<file path="config.mk">
export PLATFORM = sky130hd
export DESIGN_NAME = multicycle_ctrl_flat
export DESIGN_NICKNAME = d
export VERILOG_FILES = /design/src/rtl/mips_ctrl_pkg.sv /design/src/rtl/multicycle_ctrl_if.sv /design/src/rtl/multicycle_outdec.sv /design/src/rtl/multicycle_ctrl.sv /design/src/flat_wrapper.sv
export SDC_FILE = /design/constraint.sdc
export NUM_CORES = 1
export LEC_CHECK = 0
export ABC_AREA = 1
export CORE_MARGIN = 5
export CORE_UTILIZATION = 40
export DETAILED_ROUTE_END_ITERATION = 10
export PLACE_DENSITY = 0.74
export SKIP_LAST_GASP = 1
export SYNTH_ARGS = -nofsm -noshare
export SYNTH_HDL_FRONTEND = slang
export SYNTH_HIERARCHICAL = 1
export SYNTH_SLANG_ARGS = --single-unit
export TNS_END_PERCENT = 100
</file>
<file path="constraint.sdc">
create_clock -name clk -period 4 [get_ports clk]
set_input_delay 0.6 -clock clk [delete_from_list [all_inputs] [get_ports clk]]
set_output_delay 0.6 -clock clk [all_outputs]
set_load 0.05 [all_outputs]
</file>
<file path="src/rtl/mips_ctrl_pkg.sv">
// rtl/mips_ctrl_pkg.sv - shared opcodes, encodings, states and control word for the multicycle controller
package mips_ctrl_pkg;

  // Opcode field values, instr[31:26]
  localparam logic [5:0] OP_RTYPE = 6'b000000;
  localparam logic [5:0] OP_J     = 6'b000010;
  localparam logic [5:0] OP_JAL   = 6'b000011;
  localparam logic [5:0] OP_BEQ   = 6'b000100;
  localparam logic [5:0] OP_ADDI  = 6'b001000;
  localparam logic [5:0] OP_ADDIU = 6'b001001;
  localparam logic [5:0] OP_SLTI  = 6'b001010;
  localparam logic [5:0] OP_SLTIU = 6'b001011;
  localparam logic [5:0] OP_ANDI  = 6'b001100;
  localparam logic [5:0] OP_ORI   = 6'b001101;
  localparam logic [5:0] OP_XORI  = 6'b001110;
  localparam logic [5:0] OP_LUI   = 6'b001111;
  localparam logic [5:0] OP_LW    = 6'b100011;
  localparam logic [5:0] OP_SW    = 6'b101011;

  // ALU operation codes (low three bits of aluop)
  localparam logic [2:0] ALU_ADD   = 3'b000;
  localparam logic [2:0] ALU_SUB   = 3'b001;
  localparam logic [2:0] ALU_FUNCT = 3'b010;
  localparam logic [2:0] ALU_SLT   = 3'b011;
  localparam logic [2:0] ALU_AND   = 3'b100;
  localparam logic [2:0] ALU_OR    = 3'b101;
  localparam logic [2:0] ALU_XOR   = 3'b110;

  // ALU B operand select
  localparam logic [1:0] SRCB_RT    = 2'b00;
  localparam logic [1:0] SRCB_FOUR  = 2'b01;
  localparam logic [1:0] SRCB_IMM   = 2'b10;
  localparam logic [1:0] SRCB_IMMSH = 2'b11;

  // Next-PC source select
  localparam logic [1:0] PCSRC_ALU    = 2'b00;
  localparam logic [1:0] PCSRC_ALUOUT = 2'b01;
  localparam logic [1:0] PCSRC_JUMP   = 2'b10;

  typedef enum logic [3:0] {
    S_IDLE, S_FETCH, S_DECODE, S_MEMADR, S_MEMRD, S_MEMWB, S_MEMWR,
    S_RTEXE, S_ALUWB, S_IMMEXE, S_BEQ, S_JUMP, S_TRAP
  } state_t;

  // Raw per-state control word before handshake/timeout gating
  typedef struct packed {
    logic       pcwrite;
    logic       branch;
    logic       iord;
    logic       mem_req;
    logic       memwrite;
    logic       irwrite;
    logic       regdst;
    logic       regwrite;
    logic       memtoreg;
    logic       link;
    logic       alusrca;
    logic [1:0] alusrcb;
    logic [1:0] pcsrc;
    logic [2:0] aluop;
    logic       hassign;
    logic       islui;
    logic       illegal;
  } ctrl_word_t;

  function automatic logic is_imm_op(input logic [5:0] op);
    return (op == OP_ADDI) || (op == OP_ADDIU) || (op == OP_SLTI) ||
           (op == OP_SLTIU) || (op == OP_ANDI) || (op == OP_ORI) ||
           (op == OP_XORI) || (op == OP_LUI);
  endfunction

endpackage

</file>
<file path="src/rtl/multicycle_ctrl_if.sv">
// rtl/multicycle_ctrl_if.sv - opcode/memory handshake inputs and datapath control outputs
interface multicycle_ctrl_if #(
  parameter int ALUOP_W = 3
);
  logic [5:0]         op;
  logic               mem_ready;
  logic               pcwrite;
  logic               branch;
  logic               iord;
  logic               mem_req;
  logic               memwrite;
  logic               irwrite;
  logic               regdst;
  logic               regwrite;
  logic               memtoreg;
  logic               link;
  logic               alusrca;
  logic [1:0]         alusrcb;
  logic [1:0]         pcsrc;
  logic [ALUOP_W-1:0] aluop;
  logic               hassign;
  logic               islui;
  logic               illegal;
  logic               bus_err;

  // Controller side
  modport master (
    input  op, mem_ready,
    output pcwrite, branch, iord, mem_req, memwrite, irwrite, regdst,
           regwrite, memtoreg, link, alusrca, alusrcb, pcsrc, aluop,
           hassign, islui, illegal, bus_err
  );

  // Datapath side
  modport slave (
    output op, mem_ready,
    input  pcwrite, branch, iord, mem_req, memwrite, irwrite, regdst,
           regwrite, memtoreg, link, alusrca, alusrcb, pcsrc, aluop,
           hassign, islui, illegal, bus_err
  );
endinterface

</file>
<file path="src/rtl/multicycle_outdec.sv">
// rtl/multicycle_outdec.sv - combinational state/opcode to control word decoder
module multicycle_outdec
  import mips_ctrl_pkg::*;
#(
  parameter int HAS_JAL = 1
) (
  input  state_t     state,
  input  logic [5:0] op,
  input  logic       rd_flag,
  output ctrl_word_t cw
);

  logic is_jal;
  assign is_jal = (HAS_JAL != 0) && (op == OP_JAL);

  // Map the current state (and opcode where it matters) to the raw control word
  always_comb begin
    cw = '0;
    case (state)
      S_FETCH: begin
        cw.mem_req = 1'b1;
        cw.alusrcb = SRCB_FOUR;
        cw.aluop   = ALU_ADD;
        cw.pcsrc   = PCSRC_ALU;
        cw.irwrite = 1'b1;
        cw.pcwrite = 1'b1;
      end
      S_DECODE: begin
        cw.alusrcb = SRCB_IMMSH;
        cw.aluop   = ALU_ADD;
        cw.hassign = 1'b1;
      end
      S_MEMADR: begin
        cw.alusrca = 1'b1;
        cw.alusrcb = SRCB_IMM;
        cw.aluop   = ALU_ADD;
        cw.hassign = 1'b1;
      end
      S_MEMRD: begin
        cw.mem_req = 1'b1;
        cw.iord    = 1'b1;
      end
      S_MEMWR: begin
        cw.mem_req  = 1'b1;
        cw.iord     = 1'b1;
        cw.memwrite = 1'b1;
      end
      S_MEMWB: begin
        cw.regwrite = 1'b1;
        cw.memtoreg = 1'b1;
      end
      S_RTEXE: begin
        cw.alusrca = 1'b1;
        cw.alusrcb = SRCB_RT;
        cw.aluop   = ALU_FUNCT;
      end
      S_ALUWB: begin
        cw.regwrite = 1'b1;
        cw.regdst   = rd_flag;
      end
      S_IMMEXE: begin
        cw.alusrca = 1'b1;
        cw.alusrcb = SRCB_IMM;
        case (op)
          OP_ADDI:  begin cw.aluop = ALU_ADD; cw.hassign = 1'b1; end
          OP_ADDIU: cw.aluop = ALU_ADD;
          OP_SLTI:  begin cw.aluop = ALU_SLT; cw.hassign = 1'b1; end
          OP_SLTIU: cw.aluop = ALU_SLT;
          OP_ANDI:  cw.aluop = ALU_AND;
          OP_ORI:   cw.aluop = ALU_OR;
          OP_XORI:  cw.aluop = ALU_XOR;
          OP_LUI:   begin cw.aluop = ALU_ADD; cw.islui = 1'b1; end
          default:  cw.aluop = ALU_ADD;
        endcase
      end
      S_BEQ: begin
        cw.alusrca = 1'b1;
        cw.alusrcb = SRCB_RT;
        cw.aluop   = ALU_SUB;
        cw.branch  = 1'b1;
        cw.pcsrc   = PCSRC_ALUOUT;
      end
      S_JUMP: begin
        cw.pcwrite  = 1'b1;
        cw.pcsrc    = PCSRC_JUMP;
        cw.regwrite = is_jal;
        cw.link     = is_jal;
      end
      S_TRAP: cw.illegal = 1'b1;
      default: cw = '0;
    endcase
  end

endmodule

</file>
<file path="src/rtl/multicycle_ctrl.sv">
// rtl/multicycle_ctrl.sv - multicycle MIPS main control FSM with memory handshake and timeout
module multicycle_ctrl
  import mips_ctrl_pkg::*;
#(
  parameter int ALUOP_W = 3,
  parameter int HAS_JAL = 1,
  parameter int TIMEOUT = 15
) (
  input  logic              clk,
  input  logic              rst_n,
  multicycle_ctrl_if.master bus
);

  localparam int CNT_W = $clog2(TIMEOUT + 1);

  state_t           state;
  logic [CNT_W-1:0] wait_cnt;
  logic             rd_flag;
  ctrl_word_t       cw;
  logic             wait_st;
  logic             timeout;
  logic             strobe_ok;

  // States that wait on mem_ready; it is ignored everywhere else
  assign wait_st = (state == S_FETCH) || (state == S_MEMRD) || (state == S_MEMWR);

  // wait_cnt holds the number of wait cycles already spent, so the cycle in
  // which it equals TIMEOUT-1 with no ready is the TIMEOUT-th wait cycle.
  // A ready in that same cycle wins and the access completes.
  assign timeout = wait_st && !bus.mem_ready && (wait_cnt == CNT_W'(TIMEOUT - 1));

  // Write strobes fire only when a waited access actually completes
  assign strobe_ok = (!wait_st || bus.mem_ready) && !timeout;

  // State sequencing, wait counter and regdst-origin flag
  always_ff @(posedge clk or negedge rst_n) begin
    if (!rst_n) begin
      state    <= S_IDLE;
      wait_cnt <= '0;
      rd_flag  <= 1'b0;
    end else begin
      wait_cnt <= '0;
      case (state)
        S_IDLE: state <= S_FETCH;
        S_FETCH: begin
          if (bus.mem_ready)  state <= S_DECODE;
          else if (timeout)   state <= S_FETCH;
          else                wait_cnt <= wait_cnt + 1'b1;
        end
        S_DECODE: begin
          case (bus.op)
            OP_LW, OP_SW: state <= S_MEMADR;
            OP_RTYPE:     state <= S_RTEXE;
            OP_BEQ:       state <= S_BEQ;
            OP_J:         state <= S_JUMP;
            OP_JAL:       state <= (HAS_JAL != 0) ? S_JUMP : S_TRAP;
            default:      state <= is_imm_op(bus.op) ? S_IMMEXE : S_TRAP;
          endcase
        end
        S_MEMADR: state <= (bus.op == OP_SW) ? S_MEMWR : S_MEMRD;
        S_MEMRD: begin
          if (bus.mem_ready)  state <= S_MEMWB;
          else if (timeout)   state <= S_FETCH;
          else                wait_cnt <= wait_cnt + 1'b1;
        end
        S_MEMWR: begin
          if (bus.mem_ready || timeout) state <= S_FETCH;
          else                          wait_cnt <= wait_cnt + 1'b1;
        end
        S_RTEXE: begin
          rd_flag <= 1'b1;
          state   <= S_ALUWB;
        end
        S_IMMEXE: begin
          rd_flag <= 1'b0;
          state   <= S_ALUWB;
        end
        S_MEMWB, S_ALUWB, S_BEQ, S_JUMP, S_TRAP: state <= S_FETCH;
        default: state <= S_IDLE;
      endcase
    end
  end

  multicycle_outdec #(
    .HAS_JAL (HAS_JAL)
  ) u_outdec (
    .state   (state),
    .op      (bus.op),
    .rd_flag (rd_flag),
    .cw      (cw)
  );

  assign bus.pcwrite  = cw.pcwrite & strobe_ok;
  assign bus.irwrite  = cw.irwrite & strobe_ok;
  assign bus.regwrite = cw.regwrite & ~timeout;
  assign bus.memwrite = cw.memwrite & ~timeout;
  assign bus.branch   = cw.branch;
  assign bus.iord     = cw.iord;
  assign bus.mem_req  = cw.mem_req;
  assign bus.regdst   = cw.regdst;
  assign bus.memtoreg = cw.memtoreg;
  assign bus.link     = cw.link;
  assign bus.alusrca  = cw.alusrca;
  assign bus.alusrcb  = cw.alusrcb;
  assign bus.pcsrc    = cw.pcsrc;
  assign bus.aluop    = ALUOP_W'(cw.aluop);
  assign bus.hassign  = cw.hassign;
  assign bus.islui    = cw.islui;
  assign bus.illegal  = cw.illegal;
  assign bus.bus_err  = timeout;

endmodule

</file>
<file path="src/flat_wrapper.sv">
// flat-port wrapper written by rule: the top's interface ports become plain ports
module multicycle_ctrl_flat import mips_ctrl_pkg::*;
#(
  parameter int ALUOP_W = 3,
  parameter int HAS_JAL = 1,
  parameter int TIMEOUT = 15
)
  (clk, rst_n, bus_op, bus_mem_ready, bus_pcwrite, bus_branch, bus_iord, bus_mem_req, bus_memwrite, bus_irwrite, bus_regdst, bus_regwrite, bus_memtoreg, bus_link, bus_alusrca, bus_alusrcb, bus_pcsrc, bus_aluop, bus_hassign, bus_islui, bus_illegal, bus_bus_err);
  multicycle_ctrl_if #(.ALUOP_W(ALUOP_W)) bus_i ();
  input  logic clk;
  input  logic rst_n;
  input wire logic [$bits(bus_i.op)-1:0] bus_op;
  input wire logic [$bits(bus_i.mem_ready)-1:0] bus_mem_ready;
  output wire logic [$bits(bus_i.pcwrite)-1:0] bus_pcwrite;
  output wire logic [$bits(bus_i.branch)-1:0] bus_branch;
  output wire logic [$bits(bus_i.iord)-1:0] bus_iord;
  output wire logic [$bits(bus_i.mem_req)-1:0] bus_mem_req;
  output wire logic [$bits(bus_i.memwrite)-1:0] bus_memwrite;
  output wire logic [$bits(bus_i.irwrite)-1:0] bus_irwrite;
  output wire logic [$bits(bus_i.regdst)-1:0] bus_regdst;
  output wire logic [$bits(bus_i.regwrite)-1:0] bus_regwrite;
  output wire logic [$bits(bus_i.memtoreg)-1:0] bus_memtoreg;
  output wire logic [$bits(bus_i.link)-1:0] bus_link;
  output wire logic [$bits(bus_i.alusrca)-1:0] bus_alusrca;
  output wire logic [$bits(bus_i.alusrcb)-1:0] bus_alusrcb;
  output wire logic [$bits(bus_i.pcsrc)-1:0] bus_pcsrc;
  output wire logic [$bits(bus_i.aluop)-1:0] bus_aluop;
  output wire logic [$bits(bus_i.hassign)-1:0] bus_hassign;
  output wire logic [$bits(bus_i.islui)-1:0] bus_islui;
  output wire logic [$bits(bus_i.illegal)-1:0] bus_illegal;
  output wire logic [$bits(bus_i.bus_err)-1:0] bus_bus_err;
  assign bus_i.op = bus_op;
  assign bus_i.mem_ready = bus_mem_ready;
  assign bus_pcwrite = bus_i.pcwrite;
  assign bus_branch = bus_i.branch;
  assign bus_iord = bus_i.iord;
  assign bus_mem_req = bus_i.mem_req;
  assign bus_memwrite = bus_i.memwrite;
  assign bus_irwrite = bus_i.irwrite;
  assign bus_regdst = bus_i.regdst;
  assign bus_regwrite = bus_i.regwrite;
  assign bus_memtoreg = bus_i.memtoreg;
  assign bus_link = bus_i.link;
  assign bus_alusrca = bus_i.alusrca;
  assign bus_alusrcb = bus_i.alusrcb;
  assign bus_pcsrc = bus_i.pcsrc;
  assign bus_aluop = bus_i.aluop;
  assign bus_hassign = bus_i.hassign;
  assign bus_islui = bus_i.islui;
  assign bus_illegal = bus_i.illegal;
  assign bus_bus_err = bus_i.bus_err;
  multicycle_ctrl #(.ALUOP_W(ALUOP_W), .HAS_JAL(HAS_JAL), .TIMEOUT(TIMEOUT)) u_core (.clk(clk), .rst_n(rst_n), .bus(bus_i));
endmodule
</file>
# Word-level counts from Yosys, hierarchy flattened
# Cells that the tools add are included.
# classes
addsub,1
n_eq_ne,27
mux,33
n_bitwise,5
reduce_logical,34
# op_table
operator,count
$eq A6 B4 Y1 const B,8
$mux W4,7
$pmux W4 S7,1
$eq A4 B4 Y1 const B,6
$reduce_or A2 Y1,11
$eq A4 B3 Y1 const B,4
$pmux W4 S4,1
$mux W1,14
$eq A6 B2 Y1 const B,2
$eq A6 B6 Y1 const B,2
$pmux W3 S4,1
$logic_or A1 B1 Y1,11
$pmux W3 S3,1
$eq A4 B2 Y1 const B,2
$pmux W4 S2,1
$eq A6 B3 Y1 const B,1
$logic_not A6 Y1,1
$pmux W1 S2,3
$pmux W2 S3,1
$reduce_or A6 Y1,1
$add A4 B1 Y4 const B,1
$and A1 B1 Y1,4
$eq A4 B1 Y1 const B,1
$logic_not A4 Y1,1
other kinds (10),14
# word_totals
ff_bits,9
in_bits,9
output_inout_bits,22
word_cells,103

# Logic depth before layout (Yosys ltp)
# Gate-level depths: netlist of run 1.
# depth
depth_word,11
depth_mapped,10
depth_no_buf,10

# Hierarchy
# Netlist of run 1, hierarchy kept.
# modules_own_cells
module,instances,cells_per_inst,area_each_um2,seq_area_each_um2
multicycle_ctrl,1,101,669.4,225.2
multicycle_outdec,1,63,281.5,0.0

# Worst setup path before layout of run 1
# Ideal clock, no wire load.
# synth_path
kind,reg2out
start,register u_core.state[1]
end,output bus_regwrite
arrival_ns,2.237
required_time_ns,3.400
path_slack_ns,1.163
path_stages_with_launch,8
path_buffers,0
cell_sequence,dfrtp_1 inv_1 nand2_1 nor2_1 nor2_1 nand2_1 inv_1 nor2_1
# synth_lines
item,line_no,rtl
"start, declared",multicycle_ctrl.sv:16,state_t state;
"start signal, assigned",multicycle_ctrl.sv:56,OP_JAL: state <= (HAS_JAL != 0) ? S_JUMP : S_TRAP;
"start signal, assigned",multicycle_ctrl.sv:57,default: state <= is_imm_op(bus.op) ? S_IMMEXE : S_TRAP;
"start signal, assigned",multicycle_ctrl.sv:60,S_MEMADR: state <= (bus.op == OP_SW) ? S_MEMWR : S_MEMRD;
"end, declared",flat_wrapper.sv:21,output wire logic [$bits(bus_i.regwrite)-1:0] bus_regwrite;

==> out/qor.txt, run 1 <==
Chip height - 58.8 um
Clock Latency Late Sink - 0.26 ns
Clock root cell - clkbuf_4
Core box area - 2230 um2
Most used flip-flop cell after synthesis - dfrtp_1
Synth Area in Compound Gates - 0.0711
FF+latch count, synth - 9
Final Hold Fails - 0
Routed WL - 2430 um
Sequential-to-total area share from yosys stat - 0.237
YS warnings - 6
Max-cap violation count - 0
Synth area leaders - dfrtp_1, nand2_1, inv_1
Simple-gate share of the synthesized area - 0.517
CTS sink count - 9
CTS tree - built
Clk slew on worst S/H paths - 0.06 ns
Slew Limit Fails - 0
Post-synthesis mux area share - 0
GPL Wtd Cong - 0.896
Share of the synthesized area in the top cell type - 0.237
DRT iter0 DRCs - 25
Asr flop ratio synth - 1.00
Fmax achieved - 311 MHz
Synth area leader - dfrtp_1
Synth Net Count - 175
Cts hold-fix bufs - 0
Crit. End Element - output pin
Clock skew - 0.00651 ns
Worst Tran Pin Value - 0.515 ns
Synth Area in XOR/XNOR - 0.0184
Crit Path Class - primary input to output pin
Vias - 1143
Power Total - 1.00 mW
GRT Max-Usage Layer - met2
Met3 usage in global routing - 0.0285
Status - finished clean
Sequential standard cell area - 225 um2
Number of diodes - 0
Yosys cell types - 24
Max rail drop VDD - 0.000617 V
Clock Path Buffers - 2
Hold Path Class - flop to flop
First-pass GRT wire length - 4020 um
Die ar. - 3450 um2
CP Max Fanout - 7
Worst relative slew slack - 0.656
Syn Std Cell Area - 951 um2
# rows - 17
Worst Path Required - 3.40 ns
Placed cell areas - 1290 um2
H-tree levels - 1
PwrDens - 764 nW/um2
Min Tclk post-route - 3.22 ns
Tot GR Track Use - 0.145
Setup TNS - 0 ns
Fillcell total - 216
Grt total ovfl - 0
Largest family of logic cells by synthesized area - simple AND/OR/NAND/NOR gates
Antenna-violating nets left - 0
Startpoint type of the worst setup path - primary input
Vias in the first global route - 973
CP arrival - 2.62 ns
Fin worst setup slack - 0.780 ns
Largest net degree at the start of global routing - 14
Syn_area_per_cell - 5.80 um2
Finished Core Util - 0.588
Count leader, synth - nand2_1
Post_cts resized - 0
HPWL Detailed - 2040 um
Ranking of synthesized cells by instance count - nand2_1, inv_1, nor2_1
Post-CTS Setup Bufs - 0
R2r setup slk - 2.51 ns
Drt drc - 0
Port bufs - 30
Pre-antenna DRT Iters - 4
Initial antenna violation count - 0
Initial Util - 0.426
Final setup fails - 0
Number of enable flip-flop cells after synthesis - 0
Synth-to-Final Area Change - 38.0%
Vias per cell - 5.06
Per-cell routed wire length - 10.7 um
Post-route cell area - 1310 um2
Final cycle utilization of the critical path - 0.805
Share of post-route cells with drive strength above 1 - 0.0707
Worst Setup Slack post-DPL - 0.779 ns
CTS Buf Count - 3
Adder-Cell Fraction of Synth Area - 0.0263
Top Ports - 31
Met1 Track Usage GR - 0.183
Post-Syn Instances - 164
Final nets - 210
Leak Pwr - 0.686 nW
RSZ-0062 raised after global routing - no
GR Util met2 - 0.249
Die extent in x - 58.8 um
Area of the multi-input gates - 602 um2
metal layers:
| metal | wire length, um | vias to the layer above |
|---|---|---|
| li1 | - | 583 |
| met1 | 1080 | 524 |
| met2 | 1200 | 34 |
| met3 | 133 | 2 |
| met4 | 13 | 0 |
| met5 | 0 | - |
stage by stage:
step                      cells  hold WS (ns)
after floorplan             164         0.304
after global placement      222         0.480
after detailed placement    222         0.491
after CTS                   226         0.501
after global routing        226         0.533
final                       226         0.500
critical path, stage by stage:
cell             delay, ns
clkdlybuf4s50_1       0.58
nand2_1               0.10
nor3_1                0.18
nand3_1               0.14
nand2_1               0.09
inv_1                 0.04
nor2_1                0.09
clkdlybuf4s50_1       0.80
where the power goes:
part           switching [mW]  internal, mW
logic                   0.507         0.234
registers              0.0681         0.122
clock network          0.0323        0.0385
sequential cells by signal, indices dropped and copies added, names as in the netlist:
register         cells
u_core/wait_cnt      4
u_core/rd_flag       1
u_core/state         4
logic make-up after synthesis:
group,Yosys count
buffers and inverters,33
adder cells (fa/ha/maj),2
AO/OA/AOI/OAI,12
flip-flops,9
XOR/XNOR,2
AND/OR/NAND/NOR,106
area by class of cell:
class,instances,share of cell area
multi-input cells,122,0.459
clock buffers,4,0.0200
inverters,33,0.0944
repair buffers,30,0.229
flip-flops and latches,9,0.172
well taps,28,0.0267
path summary, 6_finish.rpt:
kind | start | end | cells after the start
worst min-delay path | u_core/wait_cnt[0] | u_core/wait_cnt[0] | 1
worst max register to register | u_core/state[0] | u_core/state[2] | 9
worst max-delay path | bus_op[1] | bus_regwrite | 8
min in group asynchronous | rst_n | u_core/wait_cnt[2] | 1
max in group asynchronous | rst_n | u_core/state[2] | 1
worst min register to register | u_core/wait_cnt[0] | u_core/wait_cnt[0] | 1
cells in the final DEF, fill, tap and decap left out, drive strengths merged, types with 4 or more instances in the layout:
cell type / n
nor3: 8
nand4: 6
dfrtp: 9
clkdlybuf4s50: 30
nand3: 14
nand2: 42
o21ai: 6
inv: 33
clkbuf: 4
nor2: 34
Power figures use the tool's default switching activity.
==> run 2: changes to the inputs <==
--- a/config.mk
+++ b/config.mk
@@ -9,7 +9,7 @@
 export CORE_MARGIN = 5
 export CORE_UTILIZATION = 40
 export DETAILED_ROUTE_END_ITERATION = 10
-export PLACE_DENSITY = 0.74
+export PLACE_DENSITY = 0.77
 export SKIP_LAST_GASP = 1
 export SYNTH_ARGS = -nofsm -noshare
 export SYNTH_HDL_FRONTEND = slang
==> constraint.sdc (replaced) <==
create_clock -name clk -period 2.85 [get_ports clk]
set_input_delay 0.4275 -clock clk [delete_from_list [all_inputs] [get_ports clk]]
set_output_delay 0.4275 -clock clk [all_outputs]
set_load 0.05 [all_outputs]
==> out/qor.txt, run 2 (synthesis results as in run 1) <==
Clock Path Buffers - 2 (unchanged)
Antenna-violating nets left - 0 (unchanged)
Final nets - 210 (unchanged)
CTS sink count - 9 (unchanged)
Final cycle utilization of the critical path - 0.903
CP Max Fanout - 11 (was 7)
Post-route cell area - 1300 um2 (was 1310 um2)
Post-CTS Setup Bufs - 0 (unchanged)
Largest net degree at the start of global routing - 14 (unchanged)
Die extent in x - 58.8 um (unchanged)
Met1 Track Usage GR - 0.193 (was 0.183)
Placed cell areas - 1270 um2 (was 1290 um2)
Fmax achieved - 389 MHz
Max rail drop VDD - 0.000910 V (was 0.000617 V)
Vias per cell - 4.89 (was 5.06)
Number of diodes - 0 (unchanged)
Clock skew - 0.00723 ns (was 0.00651 ns)
Initial Util - 0.426 (unchanged)
CP max-delay cell - clkdlybuf4s50_1 (unchanged)
GR Util met2 - 0.251 (was 0.249)
CTS tree - built (unchanged)
Top Ports - 31 (unchanged)
CTS Buf Count - 3 (unchanged)
Most frequent cells in the layout - nand2_1, inv_1, nor2_1 (was nand2_1, inv_1, clkdlybuf4s50_1, nor2_1, nand3_1)
Clock Latency Late Sink - 0.25 ns (was 0.26 ns)
Startpoint type of the worst setup path - flop (was primary input)
Status - finished clean (unchanged)
Layout Cells excl Fill - 226 (unchanged)
Core box area - 2230 um2 (unchanged)
Vias in the first global route - 965 (was 973)
CP max stage delay - 0.84 ns (was 0.80 ns)
Crit-path cells - inv_1 > nor2_1 > inv_1 > o21ai_0 > clkdlybuf4s50_1 (was clkdlybuf4s50_1 > nand2_1 > nor3_1 > nand3_1 > nand2_1 > inv_1 > nor2_1 > clkdlybuf4s50_1)
Worst relative slew slack - 0.652 (was 0.656)
Top Registers - u_core/state x4, u_core/wait_cnt x4, u_core/rd_flag x1 (unchanged)
Synth-to-Final Area Change - 36.4% (was 38.0%)
GRT Max-Usage Layer - met2 (unchanged)
# rows - 17 (unchanged)
First-pass GRT wire length - 4030 um (was 4020 um)
Commonest non-fill, non-tap cell in the layout - nand2_1 (unchanged)
HPWL Detailed - 2080 um (was 2040 um)
Drt drc - 0 (unchanged)
Cts hold-fix bufs - 0 (unchanged)
Worst Path Required - 2.42 ns (was 3.40 ns)
Leak Pwr - 0.710 nW (was 0.686 nW)
Min Tclk post-route - 2.57 ns
Per-cell routed wire length - 10.8 um (was 10.7 um)
CP most frequent cell - inv_1
H-tree levels - 1 (unchanged)
Grt total ovfl - 0 (unchanged)
Worst Tran Pin Value - 0.520 ns (was 0.515 ns)
Port bufs - 30 (unchanged)
RSZ-0062 raised after global routing - no (unchanged)
Hold Path Class - primary input to asynchronous set/reset pin (was flop to flop)
Post_cts resized - 0 (unchanged)
Cell count after placement - 222 (unchanged)
Die ar. - 3450 um2 (unchanged)
Final setup fails - 0 (unchanged)
Tot GR Track Use - 0.147 (was 0.145)
PwrDens - 1090 nW/um2 (was 764 nW/um2)
Share of post-route cells with drive strength above 1 - 0.126 (was 0.0707)
Initial antenna violation count - 0 (unchanged)
Slew Limit Fails - 0 (unchanged)
CP arrival - 2.15 ns (was 2.62 ns)
Clk slew on worst S/H paths - 0.06 ns (about the same)
Met3 usage in global routing - 0.0285 (unchanged)
DRT iter0 DRCs - 36 (was 25)
Final Hold Fails - 0 (unchanged)
Chip height - 58.8 um (unchanged)
Crit Path Class - flop to output pin (was primary input to output pin)
Routed WL - 2440 um (was 2430 um)
GPL Wtd Cong - 0.904 (was 0.896)
Clock root cell - clkbuf_4 (unchanged)
Setup TNS - 0 ns (unchanged)
Crit. End Element - output pin (unchanged)
Pre-antenna DRT Iters - 4 (unchanged)
Max-cap violation count - 0 (unchanged)
Vias - 1106 (was 1143)
## run 2: cell types whose count changed in the layout (fill, tap and decap cells not counted)
cell / change
clkdlybuf4s50_1: -11
buf_12: +1
buf_4: +10
## run 2: metrics by stage
stage	setup slack [ns]	hold slack (ns)	power, mW	utilization
after CTS	0.283	0.477	1.42	0.581
after global placement	0.539	0.484	1.31	0.569
after detailed placement	0.503	0.499	1.32	0.569
after global routing	0.161	0.507	1.52	0.581
after floorplan	0.186	0.132	0.999	-
final	0.276	0.461	1.41	0.581
## run 2: area by class of cell
cell class,instances,area [um2]
Clock buffer,4,26.3
Inverter,33,124
Timing Repair Buffer,30,285
Sequential cell,9,225
Multi-Input combinational cell,122,602
Fill cell,229,936
Tap cell,28,35.0
## run 2: routing by layer
layer / vias up / share of wire
met1: 491 / 0.43
met2: 29 / 0.50
met4: 0 / 0
met5: - / 0
li1: 586 / -
met3: 0 / 0.066
## run 2: worst max-delay path, delay by kind of cell, from the launching register on
kind	cells	cell delay, ns
AOI/OAI and AO/OA	1	0.17
buffers and inverters	3	1.02
DFF	1	0.57
and+or+nand+nor	1	0.14
## run 2: where the power goes
group	internal, mW	switching, mW	leakage, nW	total (mW)
Clock	0.0538	0.0419	0.0150	0.0956
Combinational	0.332	0.725	0.576	1.06
Sequential	0.171	0.0910	0.119	0.262
Total	0.557	0.858	0.710	1.41
## run 2: worst paths after layout
path / from / endpoint / slack (ns) / depth (start not counted)
worst max-delay path: u_core/state[1] / bus_alusrcb[0] / 0.28 / 5
worst max register to register: u_core/state[0] / u_core/state[0] / 1.39 / 7
max in group asynchronous: rst_n / u_core/state[3] / 2.10 / 1
worst min-delay path: rst_n / u_core/rd_flag / 0.46 / 1
worst min register to register: u_core/wait_cnt[0] / u_core/wait_cnt[0] / 0.50 / 1
min in group clk: u_core/wait_cnt[0] / u_core/wait_cnt[0] / 0.50 / 1
